[config.mk]
export PLATFORM = sky130hd
export DESIGN_NAME = scaler_in_seq
export DESIGN_NICKNAME = d
export VERILOG_FILES = /design/src/rtl/scaler_pkg.sv /design/src/rtl/scaler_cfg_shadow.sv /design/src/rtl/scaler_in_seq.sv
export SDC_FILE = /design/constraint.sdc
export NUM_CORES = 1
export LEC_CHECK = 0
export CORE_MARGIN = 4
export CORE_UTILIZATION = 42
export DETAILED_ROUTE_END_ITERATION = 6
export GPL_TIMING_DRIVEN = 0
export PLACE_DENSITY = 0.73
export SLEW_MARGIN = 20
export SYNTH_ARGS = -nofsm -noshare
export SYNTH_HDL_FRONTEND = slang
export SYNTH_SLANG_ARGS = --single-unit
[constraint.sdc]
create_clock -name clka -period 3 [get_ports clka]
set_input_delay 0.75 -clock clka [delete_from_list [all_inputs] [get_ports clka]]
set_output_delay 0.75 -clock clka [all_outputs]
set_load 0.02 [all_outputs]
[src/rtl/scaler_pkg.sv]
// Shared types and defaults for the scaler input-side sequencer:
// state encoding, default widths, and the resolution/crop config bundle.
package scaler_pkg;

  localparam int unsigned DEF_DATA_WIDTH      = 24;
  localparam int unsigned INPUT_RES_WIDTH     = 11;
  localparam int unsigned DEF_FRAME_CNT_WIDTH = 8;

  typedef enum logic [2:0] {
    ST_IDLE  = 3'd0,
    ST_VSYNC = 3'd1,
    ST_PIX   = 3'd2,
    ST_HSYNC = 3'd3,
    ST_FDONE = 3'd4
  } state_t;

  typedef logic [INPUT_RES_WIDTH-1:0] res_t;

  typedef struct packed {
    res_t in_x_res;
    res_t in_y_res;
    res_t out_x_res;
    res_t out_y_res;
    res_t x_bgn;
    res_t x_end;
    res_t y_bgn;
    res_t y_end;
  } scaler_cfg;

  // A config is usable when all resolutions are non-zero and the crop
  // window is ordered and lies inside the input frame.
  function automatic logic cfg_is_valid(input scaler_cfg c);
    logic v;
    v = 1'b1;
    if (c.in_x_res == '0 || c.in_y_res == '0)   v = 1'b0;
    if (c.out_x_res == '0 || c.out_y_res == '0) v = 1'b0;
    if (c.x_bgn > c.x_end || c.x_end >= c.in_x_res) v = 1'b0;
    if (c.y_bgn > c.y_end || c.y_end >= c.in_y_res) v = 1'b0;
    return v;
  endfunction

endpackage

[src/rtl/scaler_cfg_shadow.sv]
// Validity check and frame-stable shadow bank for the resolution/crop config.
// The shadow only changes on load, so the scaler never sees a torn frame.
module scaler_cfg_shadow
  import scaler_pkg::*;
(
  input  logic      clka,
  input  logic      rst_n,
  input  logic      load,
  input  scaler_cfg cfg_in,
  output logic      ok,
  output scaler_cfg cfg_q
);

  assign ok = cfg_is_valid(cfg_in);

  always_ff @(posedge clka) begin
    if (!rst_n) begin
      cfg_q <= '0;
    end else if (load) begin
      cfg_q <= cfg_in;
    end
  end

endmodule

[src/rtl/scaler_in_seq.sv]
// Frame sequencer feeding the scaler input: pulls pixels from a valid/ready
// source and generates vsync/hsync/pixel strobes with frame-latched config.
module scaler_in_seq
  import scaler_pkg::*;
#(
  parameter int unsigned DATA_WIDTH      = DEF_DATA_WIDTH,
  parameter int unsigned FRAME_CNT_WIDTH = DEF_FRAME_CNT_WIDTH
) (
  input  logic                       clka,
  input  logic                       rst_n,
  input  logic                       start,
  input  logic                       stop,
  input  logic [FRAME_CNT_WIDTH-1:0] cfgNumFrames,
  input  logic [INPUT_RES_WIDTH-1:0] cfgInXRes,
  input  logic [INPUT_RES_WIDTH-1:0] cfgInYRes,
  input  logic [INPUT_RES_WIDTH-1:0] cfgOutXRes,
  input  logic [INPUT_RES_WIDTH-1:0] cfgOutYRes,
  input  logic [INPUT_RES_WIDTH-1:0] cfgXBgn,
  input  logic [INPUT_RES_WIDTH-1:0] cfgXEnd,
  input  logic [INPUT_RES_WIDTH-1:0] cfgYBgn,
  input  logic [INPUT_RES_WIDTH-1:0] cfgYEnd,
  input  logic [DATA_WIDTH-1:0]      srcData,
  input  logic                       srcValid,
  output logic                       srcReady,
  output logic [DATA_WIDTH-1:0]      dIn,
  output logic                       dInEn,
  output logic                       iHsyn,
  output logic                       iVsyn,
  output logic                       en,
  output logic [INPUT_RES_WIDTH-1:0] inXRes,
  output logic [INPUT_RES_WIDTH-1:0] inYRes,
  output logic [INPUT_RES_WIDTH-1:0] outXRes,
  output logic [INPUT_RES_WIDTH-1:0] outYRes,
  output logic [INPUT_RES_WIDTH-1:0] xBgn,
  output logic [INPUT_RES_WIDTH-1:0] xEnd,
  output logic [INPUT_RES_WIDTH-1:0] yBgn,
  output logic [INPUT_RES_WIDTH-1:0] yEnd,
  output logic                       busy,
  output logic                       frameDone,
  output logic [FRAME_CNT_WIDTH-1:0] frameCnt,
  output logic                       cfgErr
);

  state_t    state, state_nxt;
  res_t      x, y, x_d, y_d, y_inc;
  scaler_cfg cfg_in, cfg_sh;
  logic      cfg_ok, cfg_load;
  logic      accept, reject, hs, last_pix, run_end;
  logic      stop_pend, stop_pend_d;
  logic [FRAME_CNT_WIDTH-1:0] num_frames, frame_cnt_d;
  logic [DATA_WIDTH-1:0]      din_d;
  logic      cfg_err_d;

  assign cfg_in = '{in_x_res: cfgInXRes, in_y_res: cfgInYRes,
                    out_x_res: cfgOutXRes, out_y_res: cfgOutYRes,
                    x_bgn: cfgXBgn, x_end: cfgXEnd,
                    y_bgn: cfgYBgn, y_end: cfgYEnd};

  scaler_cfg_shadow u_shadow (
    .clka   (clka),
    .rst_n  (rst_n),
    .load   (cfg_load),
    .cfg_in (cfg_in),
    .ok     (cfg_ok),
    .cfg_q  (cfg_sh)
  );

  assign inXRes  = cfg_sh.in_x_res;
  assign inYRes  = cfg_sh.in_y_res;
  assign outXRes = cfg_sh.out_x_res;
  assign outYRes = cfg_sh.out_y_res;
  assign xBgn    = cfg_sh.x_bgn;
  assign xEnd    = cfg_sh.x_end;
  assign yBgn    = cfg_sh.y_bgn;
  assign yEnd    = cfg_sh.y_end;

  assign srcReady = (state == ST_PIX);
  assign hs       = srcReady & srcValid;
  assign last_pix = hs && (x == cfg_sh.in_x_res - res_t'(1));
  assign y_inc    = y + res_t'(1);
  assign accept   = (state == ST_IDLE) && start && cfg_ok;
  assign reject   = (state == ST_IDLE) && start && !cfg_ok;
  assign run_end  = stop_pend ||
                    ((num_frames != '0) && (frameCnt == num_frames));

  always_ff @(posedge clka) begin
    if (!rst_n) state <= ST_IDLE;
    else        state <= state_nxt;
  end

  always_comb begin
    state_nxt = state;
    case (state)
      ST_IDLE:  if (accept) state_nxt = ST_VSYNC;
      ST_VSYNC: state_nxt = ST_PIX;
      ST_PIX:   if (last_pix) state_nxt = ST_HSYNC;
      ST_HSYNC: state_nxt = (y_inc == cfg_sh.in_y_res) ? ST_FDONE : ST_PIX;
      ST_FDONE: state_nxt = run_end ? ST_IDLE : ST_VSYNC;
      default:  state_nxt = ST_IDLE;
    endcase
  end

  // Next values for the registered outputs, counters and the stop request.
  always_comb begin
    x_d         = x;
    y_d         = y;
    din_d       = dIn;
    frame_cnt_d = frameCnt;
    cfg_err_d   = cfgErr;
    stop_pend_d = stop_pend | stop;
    cfg_load    = 1'b0;
    if (hs) din_d = srcData;
    case (state)
      ST_IDLE: begin
        stop_pend_d = accept & stop;
        if (accept) begin
          cfg_load    = 1'b1;
          frame_cnt_d = '0;
          cfg_err_d   = 1'b0;
        end else if (reject) begin
          cfg_err_d   = 1'b1;
        end
      end
      ST_VSYNC: begin
        x_d = '0;
        y_d = '0;
      end
      ST_PIX: if (hs) x_d = x + res_t'(1);
      ST_HSYNC: begin
        x_d = '0;
        y_d = y_inc;
        if (state_nxt == ST_FDONE && !(&frameCnt))
          frame_cnt_d = frameCnt + FRAME_CNT_WIDTH'(1);
      end
      ST_FDONE: begin
        stop_pend_d = stop & (state_nxt != ST_IDLE);
        cfg_load    = (state_nxt == ST_VSYNC);
      end
      default: ;
    endcase
  end

  // hsync trails the HSYNC state by one cycle so it follows the line's last dInEn.
  always_ff @(posedge clka) begin
    if (!rst_n) begin
      x          <= '0;
      y          <= '0;
      dIn        <= '0;
      dInEn      <= 1'b0;
      iVsyn      <= 1'b0;
      iHsyn      <= 1'b0;
      en         <= 1'b0;
      busy       <= 1'b0;
      frameDone  <= 1'b0;
      frameCnt   <= '0;
      cfgErr     <= 1'b0;
      stop_pend  <= 1'b0;
      num_frames <= '0;
    end else begin
      x          <= x_d;
      y          <= y_d;
      dIn        <= din_d;
      dInEn      <= hs;
      iVsyn      <= (state_nxt == ST_VSYNC);
      iHsyn      <= (state == ST_HSYNC);
      en         <= (state_nxt != ST_IDLE);
      busy       <= (state_nxt != ST_IDLE);
      frameDone  <= (state_nxt == ST_FDONE);
      frameCnt   <= frame_cnt_d;
      cfgErr     <= cfg_err_d;
      stop_pend  <= stop_pend_d;
      if (cfg_load) num_frames <= cfgNumFrames;
    end
  end

endmodule
==> results.yml, run 1 <==
cts:
  htreeDepth: 4
  numCtsBuffers: 17
  cts_buffer_depth: 2
  clkSlewWorstSetupHoldPaths_ns: 0.07
  clock_sinks: 160
  cts-root-buf: "clkbuf_16"
  cts_tree: "built"
  hold_buffers: 0
  worstSkewPairLatency_ns: 0.44
critical_path:
  reg2reg_slack_ns: 0.17
  worst_r2r_endpoint: "u_shadow.cfg_q[17]"
  cp-end-kind: "register"
  r2r_start: "num_frames[0]"
  crit_path_start_kind: "primary input"
  required_ns: 3.29
  criticalPathCategory: "in -> reg"
  cp_data_arrival_time_ns: 3.24
  critPathMaxFanout: 8
  ff2ff_path_depth: 9
floorplan:
  die_x_um: 148.4
  initial_core_util_pct: 42.67
  die_height_um: 148.4
  rows: 51
  core_um2: 19400
  boundaryPins: 253
  die_area_um2: 22020
global_routing:
  grt_pass1_wl_um: 44170
  antenna_found_initial: 5
  grt-ovfl-total: 0
  grt_use_total_pct: 24.97
  grt_max_degree: 17
  first_global_vias: 8380
yosys:
  yosysTopAreaCell: "dfxtp_1"
  synthMuxAreaShare_pct: 0.1209
  yosys.area.top_type_share_pct: 38.69
  synth_xor_area_share_pct: 4.126
  synth-adder-area-share_pct: 7.255
  yosys-top-cells-area: "dfxtp_1, a21oi_1, ha_1"
  synth_cells: 1043
  async_flop_share_pct: 0
  synth_edf_count: 0
  ys_types: 64
  synth.top_cells.by_count: "dfxtp_1, a21oi_1, nand3_1"
  ys.flop_type: "dfxtp_1"
  synth.net_count: 1216
  synth-seq-cells: 160
  synth_most_common_cell: "dfxtp_1"
  syn_avg_cell_area_um2: 7.937
  synth_compound_area_share_pct: 21.90
  ys_warn_count: 0
  seq_area_frac_synth_pct: 38.69
  synth-simple-area-share_pct: 21.01
  synthesis.area_um2: 8278
  synth_top_family_by_area: "compound AO/OA/AOI/OAI gates"
drt:
  drcViolationCount: 0
  wl_per_cell_um: 17.86
  route.met2.wl_um: 13570
  via_per_inst: 5.533
  maxUsedRoutingLayer: "met4"
  vias: 8880
  wl_met3_um: 2276
  dr.pass1.iters: 6
  ant_nets: 0
  met1_length_um: 12250
  drt-total-wl_um: 28660
  drt-initial-drc-count: 643
timing:
  rsz0062_at_grt: "true"
  tightest_slew_ns: 0.7329
  setup_viol: 0
  fin_worst_skew_ns: 0.01299
  period_needed_ns: 2.952
  slew_violations: 0
  finalHoldViolations: 0
  maxSlewHeadroom_pct: 51.14
  fin_crit_sh_pct: 98.41
  fmax_ghz: 0.3387
placement:
  placed_area_um2: 11130
  place_congestion: 0.9411
  dpl.cell_count: 1560
  io_buffers: 252
  hpwl_um: 21550
cells_and_area:
  final_nets: 1495
  nFillCells: 1742
  layout.cells.non_filler: 1605
  final_layout_size_suffix_gt1_share_pct: 7.640
  fin_area_um2: 12030
  area_growth_pct: 45.27
power_and_ir_drop:
  leakagePower_nw: 4.556
  powerDensity_nw_per_um2: 457.5
  ir_drop_v: 0.0004376
job:
  cap_violations: 0
status:
  status: "completed"
worst_hold_path:
  hp-class: "reg -> reg"
  hp-start: "dIn[19]"
  worstHoldEndpoint: "dIn[19]"
  min_path_cells: 2
worst max-delay path: stages:
cell and delay, ns:
clkdlybuf4s50_1 0.46, ha_1 0.33, a21oi_1 0.07, o21a_1 0.20, nor4b_1 0.14, a211o_2 0.41
and3_4 0.19, buf_6 0.14, bufbuf_16 0.26, o21ai_0 0.19, a21oi_1 0.09
logic make-up (layout without fill, tap and decap cells):
logic type | after synthesis | after routing
simple gates | 340 | 340
compound gates | 326 | 326
flops | 160 | 160
buf+inv | 129 | 421
fa+ha+maj | 48 | 48
xor+xnor | 39 | 39
mux | 1 | 1
other cells | 0 | 5
layer usage:
layer	vias up	GRT usage (%)
li1	4302	-
met1	4183	32.74
met2	354	39.99
met3	41	6.734
met4	0	8.499
met5	-	0
final cells by class:
class	instances	area, um^2	share of cell area, %
inverter	57	214.0	1.779
antenna	5	12.51	0.1040
sequential	160	3203	26.64
multi-input combinational	754	4682	38.93
tap	265	331.6	2.757
timing repair buffer	260	2626	21.84
buffer	72	385.4	3.205
clock buffer	17	425.4	3.538
clock inverter	15	145.1	1.207
timing repair:
| item | CTS | global route |
|---|---|---|
| setup buffers | 3 | 4 |
| gates cloned | 1 | 0 |
| pin swaps | 12 | 12 |
| setup endpoints to repair | 109 | 109 |
| resized for setup | 38 | 61 |
metrics by stage:
stage	worst slack (ns)	hold slack, ns	TNS [ns]	power (mW)	utilization (%)
after global routing	-0.004506	0.4722	-0.01049	5.706	61.99
after CTS	0.003531	0.4560	0	5.487	60.89
after detailed placement	-0.9623	0.4464	-87.10	3.334	57.39
after global placement	-0.9494	0.4411	-85.66	3.320	57.39
after floorplan	0.1752	0.4528	0	2.838	-
final	0.04763	0.4541	0	5.502	61.99
cells in the final DEF, fill, tap and decap left out, drive strengths merged, types with 16 or more instances in the layout:
master         instances
nand3                118
dlygate4sd2           21
ha                    48
xnor2                 23
inv                   65
xor2                  16
dfxtp                160
o21ai                128
buf                   28
clkbuf                69
nor3                  19
a21oi                153
nand2                 86
clkdlybuf4s50        209
dlymetal6s2s          20
nor2                  29
how the worst max path moves through the flow:
stage,from,to,slack [ns],cells after the start
floorplan,cfgYEnd[4],frameCnt[0],0.18,10
global placement,cfgInYRes[8],u_shadow.cfg_q[13],-0.95,12
detailed placement,cfgInYRes[8],num_frames[0],-0.96,12
CTS,cfgXEnd[8],u_shadow.cfg_q[77],0.004,12
global route,cfgXBgn[8],u_shadow.cfg_q[28],-0.005,12
finish,cfgXBgn[8],u_shadow.cfg_q[77],0.05,11
state kept, by name, indices dropped and copies added, names as in the netlist:
register / cells
busy: 1
cfgErr: 1
dIn: 24
dInEn: 1
frameCnt: 8
frameDone: 1
iHsyn: 1
iVsyn: 1
num_frames: 8
state: 3
stop_pend: 1
u_shadow.cfg_q: 88
x: 11
y: 11
where the power goes:
part / switching (mW) / leakage [nW] / internal (mW)
clock: 0.975 / 0.278 / 1.17
sequential: 0.0691 / 1.29 / 2.21
combinational: 0.563 / 2.98 / 0.523
total: 1.61 / 4.56 / 3.89
(Power assumes the default switching activity.)
==> run 2: changes to the inputs <==
Settings changed: CORE_UTILIZATION 42 to 45, HOLD_SLACK_MARGIN set to 0.1, PLACE_DENSITY 0.73 to 0.77.
==> run 2 against run 1 <==
Compared with the run above: cell area is 0.46% lower; total power is 1.3% higher; critical endpoint is now frameCnt[4]; critical path depth stayed put; largest cell class unchanged; critical path type unchanged.
==> results.yml, run 2 (synthesis gave the netlist of run 1 again) <==
placement:
  hpwl_um: 21600
  place_congestion: 0.9258
  io_buffers: 252
  placed_area_um2: 11090
floorplan:
  die_area_um2: 20630
  core_um2: 18020
  boundaryPins: 253
  rows: 49
  die_x_um: 143.6
  die_height_um: 143.6
  initial_core_util_pct: 45.93
global_routing:
  grt_max_degree: 17
  grt_use_total_pct: 26.57
  grt_pass1_wl_um: 43510
  grt-ovfl-total: 0
  first_global_vias: 8294
  antenna_found_initial: 3
cells_and_area:
  largest_reg_flops: 88
  fin_area_um2: 11970
  layout_commonest_cell: "clkdlybuf4s50_1"
  area_growth_pct: 44.60
  nFillCells: 1546
  largest_register: "u_shadow.cfg_q"
  final_layout_size_suffix_gt1_share_pct: 7.640
  final_cell_mix: "clkdlybuf4s50_1, dfxtp_1, a21oi_1"
  final_nets: 1495
  reg_top3: "u_shadow.cfg_q: 88 flops, dIn: 24 flops"
cts:
  numCtsBuffers: 17
  worstSkewPairLatency_ns: 0.43
  htreeDepth: 4
  clkSlewWorstSetupHoldPaths_ns: 0.07
  cts-root-buf: "clkbuf_16"
  cts_buffer_depth: 2
  clock_sinks: 160
  cts_tree: "built"
  hold_buffers: 0
critical_path:
  cpPeakStageDelay_ns: 0.51
  crit_slowest_cell: "or4b_4"
  worstPathCellList: "clkdlybuf4s15_1, inv_1, ha_4, a21oi_2, o21a_1, or4b_4, a211oi_4, a32oi_2, buf_4, or3_1, a21oi_2"
  reg2reg_slack_ns: 0.26
  cp-end-kind: "register"
  worst_r2r_endpoint: "frameCnt[4]"
  critPathMaxFanout: 4
  criticalPathCategory: "in -> reg"
  crit_path_start: "cfgYEnd[8]"
  crit_family: "simple AND/OR/NAND/NOR gates"
  ff2ff_path_depth: 9
  crit_top_cell: "a21oi_2"
  r2r_start: "y[0]"
  required_ns: 3.36
  cp_data_arrival_time_ns: 3.31
  crit_path_start_kind: "primary input"
  worst-path-buf-inv: 3
worst_hold_path:
  hp-start: "dIn[10]"
  worstHoldEndpoint: "dIn[10]"
  hp-class: "reg -> reg"
  min_path_cells: 2
drt:
  dr.pass1.iters: 5
  drt-initial-drc-count: 687
  drcViolationCount: 0
  drt-total-wl_um: 28490
  ant_nets: 0
  wl_per_cell_um: 18.18
  via_per_inst: 5.666
  vias: 8879
timing:
  tns_ns: 0
  fin_worst_skew_ns: 0.01129
  tightest_slew_ns: 0.7119
  finalHoldViolations: 0
  slew_violations: 0
  maxSlewHeadroom_pct: 52.54
  fmax_ghz: 0.3394
  fin_crit_sh_pct: 98.20
  setup_viol: 0
  period_needed_ns: 2.946
power_and_ir_drop:
  powerDensity_nw_per_um2: 465.7
  leakagePower_nw: 4.519
  ir_drop_v: 0.0004453
job:
  cap_violations: 0
status:
  status: "completed"
[run 2: where the power goes]
| group | switching, mW | internal [mW] | total [mW] |
|---|---|---|---|
| logic | 0.563 | 0.521 | 1.08 |
| clock network | 0.966 | 1.25 | 2.22 |
| registers | 0.0691 | 2.21 | 2.27 |
[run 2: layout make-up]
cell class              instances  area, um^2  share of cell area (%)
multi-input cells             754        4651                   38.85
flip-flops and latches        160        3203                   26.76
repair buffers                260        2623                   21.91
clock buffers                  17       425.4                   3.554
plain buffers                  72       389.1                   3.251
well taps                     229       286.5                   2.394
inverters                      57       214.0                   1.787
clock inverters                15       171.4                   1.432
diodes                          3       7.507                 0.06272
[run 2: routing by layer]
metal  track usage (%)  vias up  share of wire [%]
met5                 0        -                  0
met4             8.375        0                2.5
met3             6.123       49                7.8
met2             43.74      378                 48
met1             34.75     4154                 42
li1                  -     4298                  -
[run 2: per-stage QoR]
stage	power [mW]	hold WS [ns]	setup WS [ns]	cells	utilization [%]
2_1_floorplan	2.838	0.4528	0.1752	1043	-
3_3_place_gp	3.317	0.4410	-0.9083	1524	61.51
3_5_place_dp	3.334	0.4464	-1.008	1524	61.51
4_1_cts	5.565	0.4557	0.0003559	1561	65.61
5_1_grt	5.779	0.4702	-0.007900	1567	66.41
6_report	5.575	0.4524	0.05403	1567	66.41
[run 2: worst register-to-register path, delay by kind of cell (launching register included)]
| kind | cells | cell delay [ns] |
|---|---|---|
| and+or+nand+nor | 3 | 1.01 |
| adders and majority gates | 1 | 0.32 |
| AOI/OAI and AO/OA | 4 | 0.67 |
| DFF | 1 | 0.49 |
| buffers and inverters | 1 | 0.18 |
[run 2: what timing repair did]
action / in CTS / in global routing
gates cloned: 1 / 0
setup endpoints to repair: 109 / 106
setup buffers: 4 / 3
pin swaps: 16 / 12
endpoints found under the hold margin: 0 / 0
gates resized for setup: 43 / 54
[run 2: how the worst max path moves through the flow]
stage	to	slack [ns]	cells past startpoint
2_1_floorplan	frameCnt[0]	0.18	10
3_3_place_gp	u_shadow.cfg_q[6]	-0.91	12
3_5_place_dp	u_shadow.cfg_q[13]	-1.01	12
4_1_cts	frameCnt[4]	0.0004	10
5_1_grt	u_shadow.cfg_q[54]	-0.008	11
6_report	frameCnt[4]	0.05	11
